[config.mk]
export PLATFORM = sky130hd
export DESIGN_NAME = uart_tx_feeder
export DESIGN_NICKNAME = d
export VERILOG_FILES = /design/src/rtl/uart_pkg.sv /design/src/rtl/sync_fifo.sv /design/src/rtl/uart_tx_feeder.sv
export SDC_FILE = /design/constraint.sdc
export NUM_CORES = 1
export LEC_CHECK = 0
export CAP_MARGIN = 20
export CORE_UTILIZATION = 40
export CTS_CLUSTER_DIAMETER = 100
export DETAILED_ROUTE_END_ITERATION = 10
export PLACE_DENSITY = 0.65
export SETUP_SLACK_MARGIN = 0.5
export SLEW_MARGIN = 10
export SYNTH_ARGS = -nofsm -noshare
export SYNTH_HDL_FRONTEND = slang
export SYNTH_SLANG_ARGS = --single-unit
[constraint.sdc]
create_clock -name clk -period 5.3 [get_ports clk]
set_input_delay 1.06 -clock clk [delete_from_list [all_inputs] [get_ports clk]]
set_output_delay 1.06 -clock clk [all_outputs]
set_load 0.02 [all_outputs]
[src/rtl/uart_pkg.sv]
// Shared definitions for the UART transmit path: data width and feeder FSM encoding.
package uart_pkg;

  localparam int UART_DATA_W = 8;

  typedef enum logic [1:0] {
    FD_IDLE      = 2'd0,
    FD_WAIT_BUSY = 2'd1,
    FD_WAIT_DONE = 2'd2
  } fd_state_e;

endpackage

[src/rtl/sync_fifo.sv]
// Synchronous byte FIFO with registered full/empty/count and async-read storage.
module sync_fifo
  import uart_pkg::*;
#(
  parameter int DEPTH = 16,
  parameter int AW    = 4,
  parameter int W     = UART_DATA_W
) (
  input  logic          clk,
  input  logic          rst,
  input  logic          push,
  input  logic [W-1:0]  push_data,
  input  logic          pop,
  output logic [W-1:0]  rd_data,
  output logic          full,
  output logic          empty,
  output logic [AW:0]   count
);

  localparam logic [AW:0]   CNT_ONE  = (AW+1)'(1);
  localparam logic [AW:0]   CNT_FULL = (AW+1)'(DEPTH);
  localparam logic [AW-1:0] PTR_ONE  = AW'(1);

  logic [W-1:0]  mem_q [DEPTH];
  logic [AW-1:0] wr_ptr_q, wr_ptr_d;
  logic [AW-1:0] rd_ptr_q, rd_ptr_d;
  logic [AW:0]   count_q, count_d;
  logic          full_q, full_d;
  logic          empty_q, empty_d;
  logic          push_ok, pop_ok;

  // Next pointers/count; flags are derived from the post-edge count so they are registered.
  always_comb begin
    push_ok  = push && !full_q;
    pop_ok   = pop && !empty_q;
    wr_ptr_d = wr_ptr_q;
    rd_ptr_d = rd_ptr_q;
    count_d  = count_q;
    if (push_ok) wr_ptr_d = wr_ptr_q + PTR_ONE;
    if (pop_ok)  rd_ptr_d = rd_ptr_q + PTR_ONE;
    if (push_ok && !pop_ok)      count_d = count_q + CNT_ONE;
    else if (!push_ok && pop_ok) count_d = count_q - CNT_ONE;
    full_d  = (count_d == CNT_FULL);
    empty_d = (count_d == '0);
  end

  // Pointer, count and flag registers.
  always_ff @(posedge clk or negedge rst) begin
    if (!rst) begin
      wr_ptr_q <= '0;
      rd_ptr_q <= '0;
      count_q  <= '0;
      full_q   <= 1'b0;
      empty_q  <= 1'b1;
    end else begin
      wr_ptr_q <= wr_ptr_d;
      rd_ptr_q <= rd_ptr_d;
      count_q  <= count_d;
      full_q   <= full_d;
      empty_q  <= empty_d;
    end
  end

  // Storage is left unreset so it maps onto distributed RAM.
  always_ff @(posedge clk) begin
    if (push_ok) mem_q[wr_ptr_q] <= push_data;
  end

  assign rd_data = mem_q[rd_ptr_q];
  assign full    = full_q;
  assign empty   = empty_q;
  assign count   = count_q;

endmodule

[src/rtl/uart_tx_feeder.sv]
// Byte FIFO plus launch FSM feeding a UART transmitter one frame at a time.
//
// Transmitter handshake: a launch is a one-cycle start_trigger pulse with tx_data valid in
// the same cycle; the transmitter acknowledges by raising tx_busy the following cycle and
// signals frame completion by dropping it. tx_data is held from launch until that drop.
// A launch that is never acknowledged within BUSY_TIMEOUT cycles is abandoned (launch_err).
module uart_tx_feeder
  import uart_pkg::*;
#(
  parameter int DEPTH        = 16,
  parameter int AW           = 4,
  parameter int BUSY_TIMEOUT = 4
) (
  input  logic                   clk,
  input  logic                   rst,
  input  logic                   push,
  input  logic [UART_DATA_W-1:0] push_data,
  output logic                   full,
  output logic                   empty,
  output logic [AW:0]            count,
  output logic                   overflow,
  input  logic                   tx_busy,
  output logic                   start_trigger,
  output logic [UART_DATA_W-1:0] tx_data,
  output logic                   launch_err,
  output logic [1:0]             dbg_state
);

  localparam int            TW         = $clog2(BUSY_TIMEOUT) + 1;
  localparam logic [TW-1:0] TIMER_LAST = TW'(BUSY_TIMEOUT - 1);
  localparam logic [TW-1:0] TIMER_ONE  = TW'(1);

  fd_state_e              state_q, state_d;
  logic [TW-1:0]          timer_q, timer_d;
  logic [UART_DATA_W-1:0] tx_data_q, tx_data_d;
  logic                   start_q, start_d;
  logic                   launch_err_q, launch_err_d;
  logic                   overflow_q, overflow_d;
  logic                   pop;
  logic [UART_DATA_W-1:0] fifo_rd_data;
  logic                   fifo_full, fifo_empty;

  sync_fifo #(
    .DEPTH (DEPTH),
    .AW    (AW),
    .W     (UART_DATA_W)
  ) u_fifo (
    .clk       (clk),
    .rst       (rst),
    .push      (push),
    .push_data (push_data),
    .pop       (pop),
    .rd_data   (fifo_rd_data),
    .full      (fifo_full),
    .empty     (fifo_empty),
    .count     (count)
  );

  // Launch FSM: pop and trigger from IDLE, wait for busy acknowledge, then for frame end.
  always_comb begin
    state_d      = state_q;
    timer_d      = timer_q;
    tx_data_d    = tx_data_q;
    start_d      = 1'b0;
    launch_err_d = 1'b0;
    pop          = 1'b0;
    overflow_d   = push && fifo_full;
    case (state_q)
      FD_IDLE: begin
        // tx_busy is deliberately ignored here so a stale busy never stalls a launch.
        if (!fifo_empty) begin
          pop       = 1'b1;
          tx_data_d = fifo_rd_data;
          start_d   = 1'b1;
          timer_d   = '0;
          state_d   = FD_WAIT_BUSY;
        end
      end
      FD_WAIT_BUSY: begin
        if (tx_busy) begin
          state_d = FD_WAIT_DONE;
        end else if (timer_q == TIMER_LAST) begin
          launch_err_d = 1'b1;
          state_d      = FD_IDLE;
        end else begin
          timer_d = timer_q + TIMER_ONE;
        end
      end
      FD_WAIT_DONE: begin
        if (!tx_busy) state_d = FD_IDLE;
      end
      default: state_d = FD_IDLE;
    endcase
  end

  // FSM state, timeout timer and registered outputs.
  always_ff @(posedge clk or negedge rst) begin
    if (!rst) begin
      state_q      <= FD_IDLE;
      timer_q      <= '0;
      tx_data_q    <= '0;
      start_q      <= 1'b0;
      launch_err_q <= 1'b0;
      overflow_q   <= 1'b0;
    end else begin
      state_q      <= state_d;
      timer_q      <= timer_d;
      tx_data_q    <= tx_data_d;
      start_q      <= start_d;
      launch_err_q <= launch_err_d;
      overflow_q   <= overflow_d;
    end
  end

  assign full          = fifo_full;
  assign empty         = fifo_empty;
  assign overflow      = overflow_q;
  assign start_trigger = start_q;
  assign tx_data       = tx_data_q;
  assign launch_err    = launch_err_q;
  assign dbg_state     = state_q;

endmodule

### Word-level counts from Yosys, hierarchy flattened

Memory sizes are Yosys's and may differ from the RTL's. A register that Yosys moved wholly into a read port is not among the register bits.
Cells that the tools add are included.

| storage, ports and cells | value |
|---|---|
| word-level logic and storage cells | 60 |
| memories | 1 |
| bits in read-only memories | 0 |
| memory bits (writable) | 128 |
| register bits | 23 |
| latch bits | 0 |

Memories:

| memory | depth | width | rd ports | clocked after Yosys merged registers in | wr ports | line | source |
|---|---|---|---|---|---|---|---|
| u_fifo.mem_q | 16 | 8 | 1 | 1 | 1 | sync_fifo.sv:24 | `logic [W-1:0] mem_q [DEPTH];` |

| cells by class | value |
|---|---|
| multiply operators | 0 |
| add/sub/neg operators | 5 |
| reductions and logical operators | 16 |
| shift-type cells | 0 |
| order comparisons | 0 |
| multiplexer cells | 18 |
| div/mod/pow operators | 0 |
| equal/unequal tests | 9 |
| bitwise logic cells | 1 |

Operators with widths:

| cell | count |
|---|---|
| 5-bit two-way mux | 2 |
| 3-bit two-way mux | 3 |
| 4-bit by 1-bit adder with 4-bit output, second input constant | 2 |
| 2-bit two-way mux | 4 |
| 2-bit inequality test, second input constant | 4 |
| 1-bit two-way mux | 7 |
| 2-bit case mux with 3 select lines | 1 |
| 3-bit case mux with 2 select lines | 1 |
| 5-bit by 1-bit adder with 5-bit output, second input constant | 1 |
| 5-bit equality test, second input constant | 1 |
| 1-bit logical AND | 5 |
| 1-bit zero test | 5 |
| 5-bit zero test | 1 |
| 5-bit by 1-bit subtractor with 5-bit output, second input constant | 1 |
| 4-bit AND reduction | 1 |
| 3-bit by 1-bit adder with 3-bit output, second input constant | 1 |
| 3-bit by 2-bit equality test with 1-bit output, second input constant | 1 |
| 3-bit inequality test, second input constant | 1 |
| 3-bit AND reduction | 1 |
| 2-bit by 1-bit equality test with 1-bit output, second input constant | 1 |
| 2-bit equality test, second input constant | 1 |
| 2-bit zero test | 1 |
| 2-bit AND reduction | 1 |
| 2-bit nonzero test | 1 |
| 1-bit inverter | 1 |

### Longest topological paths before layout

| depth | value |
|---|---|
| depth after elaboration | 7 |
| gate-level depth with buffers | 7 |
| gate-level depth less buffers | 6 |

### Cells and area by module

From an unflattened synthesis, not the netlist that was laid out.

| second synthesis, totals | value |
|---|---|
| cell total of the unflattened synthesis | 336 |
| area, all modules | 6433.7 um^2 |

By module, submodules not included:

| module | cells an instance | sequential area each (um^2) | instances | area an instance (um^2) |
|---|---|---|---|---|
| sync_fifo | 296 | 4220.3 | 1 | 5815.6 |
| uart_tx_feeder | 40 | 400.4 | 1 | 618.1 |

### Worst setup path before layout

Ideal clock, no wire load.

| timing | value |
|---|---|
| path type | input to register |
| start point | input port push |
| end point | memory u_fifo.mem_q[7][0] (netlist name), enable pin |
| required time | 4.968 ns |
| stages on the path | 5 |
| path buffers | 1 |
| setup time | 0.332 ns |
| slack | 3.052 ns |
| arrival | 1.916 ns |
| cells stage by stage | nor2b_1 -> buf_2 -> nand2_1 -> nor2_1 -> and2_1 |

| on the way | value |
|---|---|
| longest elaborated chain between the ends | 3 |

RTL lines:

| what | line | source |
|---|---|---|
| start: declaration | uart_tx_feeder.sv:16 | `input logic push,` |
| 1-bit logical AND | sync_fifo.sv:34 | `push_ok = push && !full_q;` |
| 1-bit two-way mux | sync_fifo.sv:66 | `if (push_ok) mem_q[wr_ptr_q] <= push_data;` |
| 1-bit two-way mux (not written as such) | sync_fifo.sv:66 |  |
| end: declaration | sync_fifo.sv:24 |  |

No other way between the ends.

### Worst setup path after layout

| timing | value |
|---|---|
| start point | input port push |
| end point | memory u_fifo.mem_q[10][7] (netlist name), enable pin |

The elaborated chain is that of the path after synthesis.

==> flow_summary.yaml <==
run_status:
  status: "finished clean"
timing:
  finalMaxSlewViolations: 0
  finalSetupViolCount: 0
  period_share_pct: 51.1
  fin_tns_setup_ns: 0
  max_freq_mhz: 369
  period_minus_slack_ns: 2.71
  fin_skew_ns: 0.00796
  setup_ws_ns: 2.59
  hold_slack_ns: 0.493
  slew_headroom_pct: 33.2
  rsz0062_at_grt: "no"
  worst_pin_slew_ns: 1.00
  hold_viol_final: 0
place:
  place.gp.congestion: 0.751
  pre_cts_ws_ns: 2.15
  dp_hpwl_um: 8970
  port_buffers: 31
clocking:
  clk_latency_ns: 0.43
  cts_buffer_depth: 2
  clock-sinks: 159
  cts_hold_buf: 0
  cts_resized: 0
  post-cts-setup-buffers: 0
  cts-root-buf: "clkbuf_16"
  cts_tree: "yes"
  numCtsBuffers: 17
  htreeDepth: 4
  clk_pin_slew_ns: 0.06
hold_path:
  hold_class: "reg2reg"
  hold_depth: 1
routing:
  drtIter0Drc: 347
  vias: 3304
  firstDrtPassIters: 5
  wire_per_inst_um: 22.2
  avgViaCountPerCell: 5.41
  routed_wl_um: 13600
  drc: 0
  ant_nets: 0
synth:
  synth-seq-cells: 159
  syn_inst: 342
  synth_edf_count: 128
  async_flop_share_pct: 19.5
  ys_types: 46
  yosysWarnings: 0
  synth_flop_cell: "edfxtp_1"
  syn_area_per_cell_um2: 18.8
  syn_area_mm2: 0.00645
  mappedNetlistNets: 363
  synth-seq-area-share_pct: 71.7
die:
  die_y_um: 129
  start_util_pct: 40.7
  core_mm2: 0.0158
  io_pins: 32
  die-area_mm2: 0.0166
  row_count: 46
  die_w_um: 129
setup_path:
  cp_data_arrival_time_ns: 2.80
  cp.required_ns: 5.39
  reg2reg_slack_ns: 3.01
  start_kind: "input port"
  max_stage_delay_ns: 0.56
  slowest_stage: "clkdlybuf4s50_1"
  path_cells: "clkdlybuf4s50_1, nand2b_1, nor3b_1, and2_1"
  path_class: "in2reg"
  ff2ff_path_depth: 3
  cp_max_fo: 8
  cp-end-kind: "flip-flop"
grt:
  grt_max_degree: 32
  grt_pass1_vias: 3469
  grt_overflow: 0
  grt_first_pass_wirelength_um: 20900
  antenna_found_initial: 0
  grt_usage_pct: 18.1
power:
  p_total_mw: 4.21
  p_leak_nw: 2.56
  pwr_density_cell_mw_per_mm2: 560
  ir_drop_mv: 0.251
final_layout:
  diodes: 0
  nets: 403
  drive_above_1_share_pct: 19.7
  areaGrowthSynthToFinish_pct: 16.6
run:
  max_cap_violations: 0
==> registers in the layout (all words and copies together) (netlist names), 2 cells and up <==
| name | cells |
|---|---|
| u_fifo.wr_ptr_q | 4 |
| timer_q | 3 |
| dbg_state | 2 |
| tx_data | 8 |
| u_fifo.mem_q | 128 |
| u_fifo.rd_ptr_q | 4 |
| u_fifo.count | 5 |
==> Yosys cell counts (all sizes together), types with 3 or more instances <==
cell type / instances / area (um^2)
mux4: 32 / 721
nor3: 3 / 15.0
nand4: 4 / 25.0
dfrtp: 30 / 751
buf: 11 / 78.8
edfxtp: 128 / 3840
o22ai: 3 / 25.0
nor4: 3 / 25.0
xnor2: 8 / 70.1
ha: 9 / 113
nor2: 4 / 15.0
and2: 19 / 119
o221ai: 7 / 61.3
o21ai: 6 / 30.0
mux2i: 16 / 160
inv: 7 / 26.3
nand2: 18 / 67.6
clkbuf: 3 / 11.3
nand3b: 3 / 22.5
==> critical path: cells and delay by family <==
family | cells | cell delay (ns)
simple gates | 3 | 1.17
buf+inv | 1 | 0.56
==> path summary, 6_finish.rpt <==
| path | from | to |
|---|---|---|
| worst min-delay path | timer_q[0] | timer_q[0] |
| worst max-delay path | push | u_fifo.mem_q[10][7] |
| worst max register to register | u_fifo.rd_ptr_q[0] | tx_data[4] |
| max in group asynchronous | rst | u_fifo.rd_ptr_q[0] |
| min in group asynchronous | rst | u_fifo.count[2] |
| worst min register to register | timer_q[0] | timer_q[0] |
==> layout by cell type (no fill, tap or decap), drive strengths merged, types with 4 or more instances in the layout <==
master	Yosys	routed
o21ai	6	6
nor2	4	4
edfxtp	128	128
ha	9	9
mux4	32	32
buf	11	4
dfrtp	30	30
inv	7	16
mux2i	16	16
clkbuf	3	18
xnor2	8	8
nand2	18	18
and2	19	19
nand4	4	4
clkdlybuf4s50	0	31
o221ai	7	7
==> layout make-up <==
class	count	area [um^2]
clock buffers	18	429
clock inverters	14	119
fillers	1294	8310
inverters	8	35.0
multi-input cells	161	1700
flip-flops and latches	159	4620
well taps	216	270
repair buffers	35	340
==> power breakdown <==
part | internal [mW] | total, mW | switching [mW]
Sequential | 1.56 | 1.78 | 0.218
Combinational | 0.613 | 1.30 | 0.683
Clock | 0.613 | 1.13 | 0.516
==> cells by family after synthesis <==
logic type      synth area share [%]
compound gates                  2.97
flops                           71.7
mux                             13.7
buf+inv                         1.94
xor+xnor                        1.36
simple gates                    6.64
fa+ha+maj                       1.75
==> layer usage <==
layer | share of wire [%] | routed length [um] | global-route usage (%) | vias to the layer above
met2 | 46 | 6230 | 27.4 | 148
met4 | 2.4 | 331 | 8.17 | 0
li1 | - | - | - | 1448
met1 | 44 | 6020 | 24.1 | 1685
met5 | 0 | 0 | 0 | -
met3 | 7.3 | 996 | 5.74 | 23
==> stage by stage <==
stage               area (um^2)  utilization [%]  cells
finish                     7520             47.5    611
global placement           6970             44.0    579
floorplan                  6450                -    342
global route               7520             47.5    611
CTS                        7520             47.5    611
detailed placement         6970             44.0    579
Power figures use the tool's default switching activity.
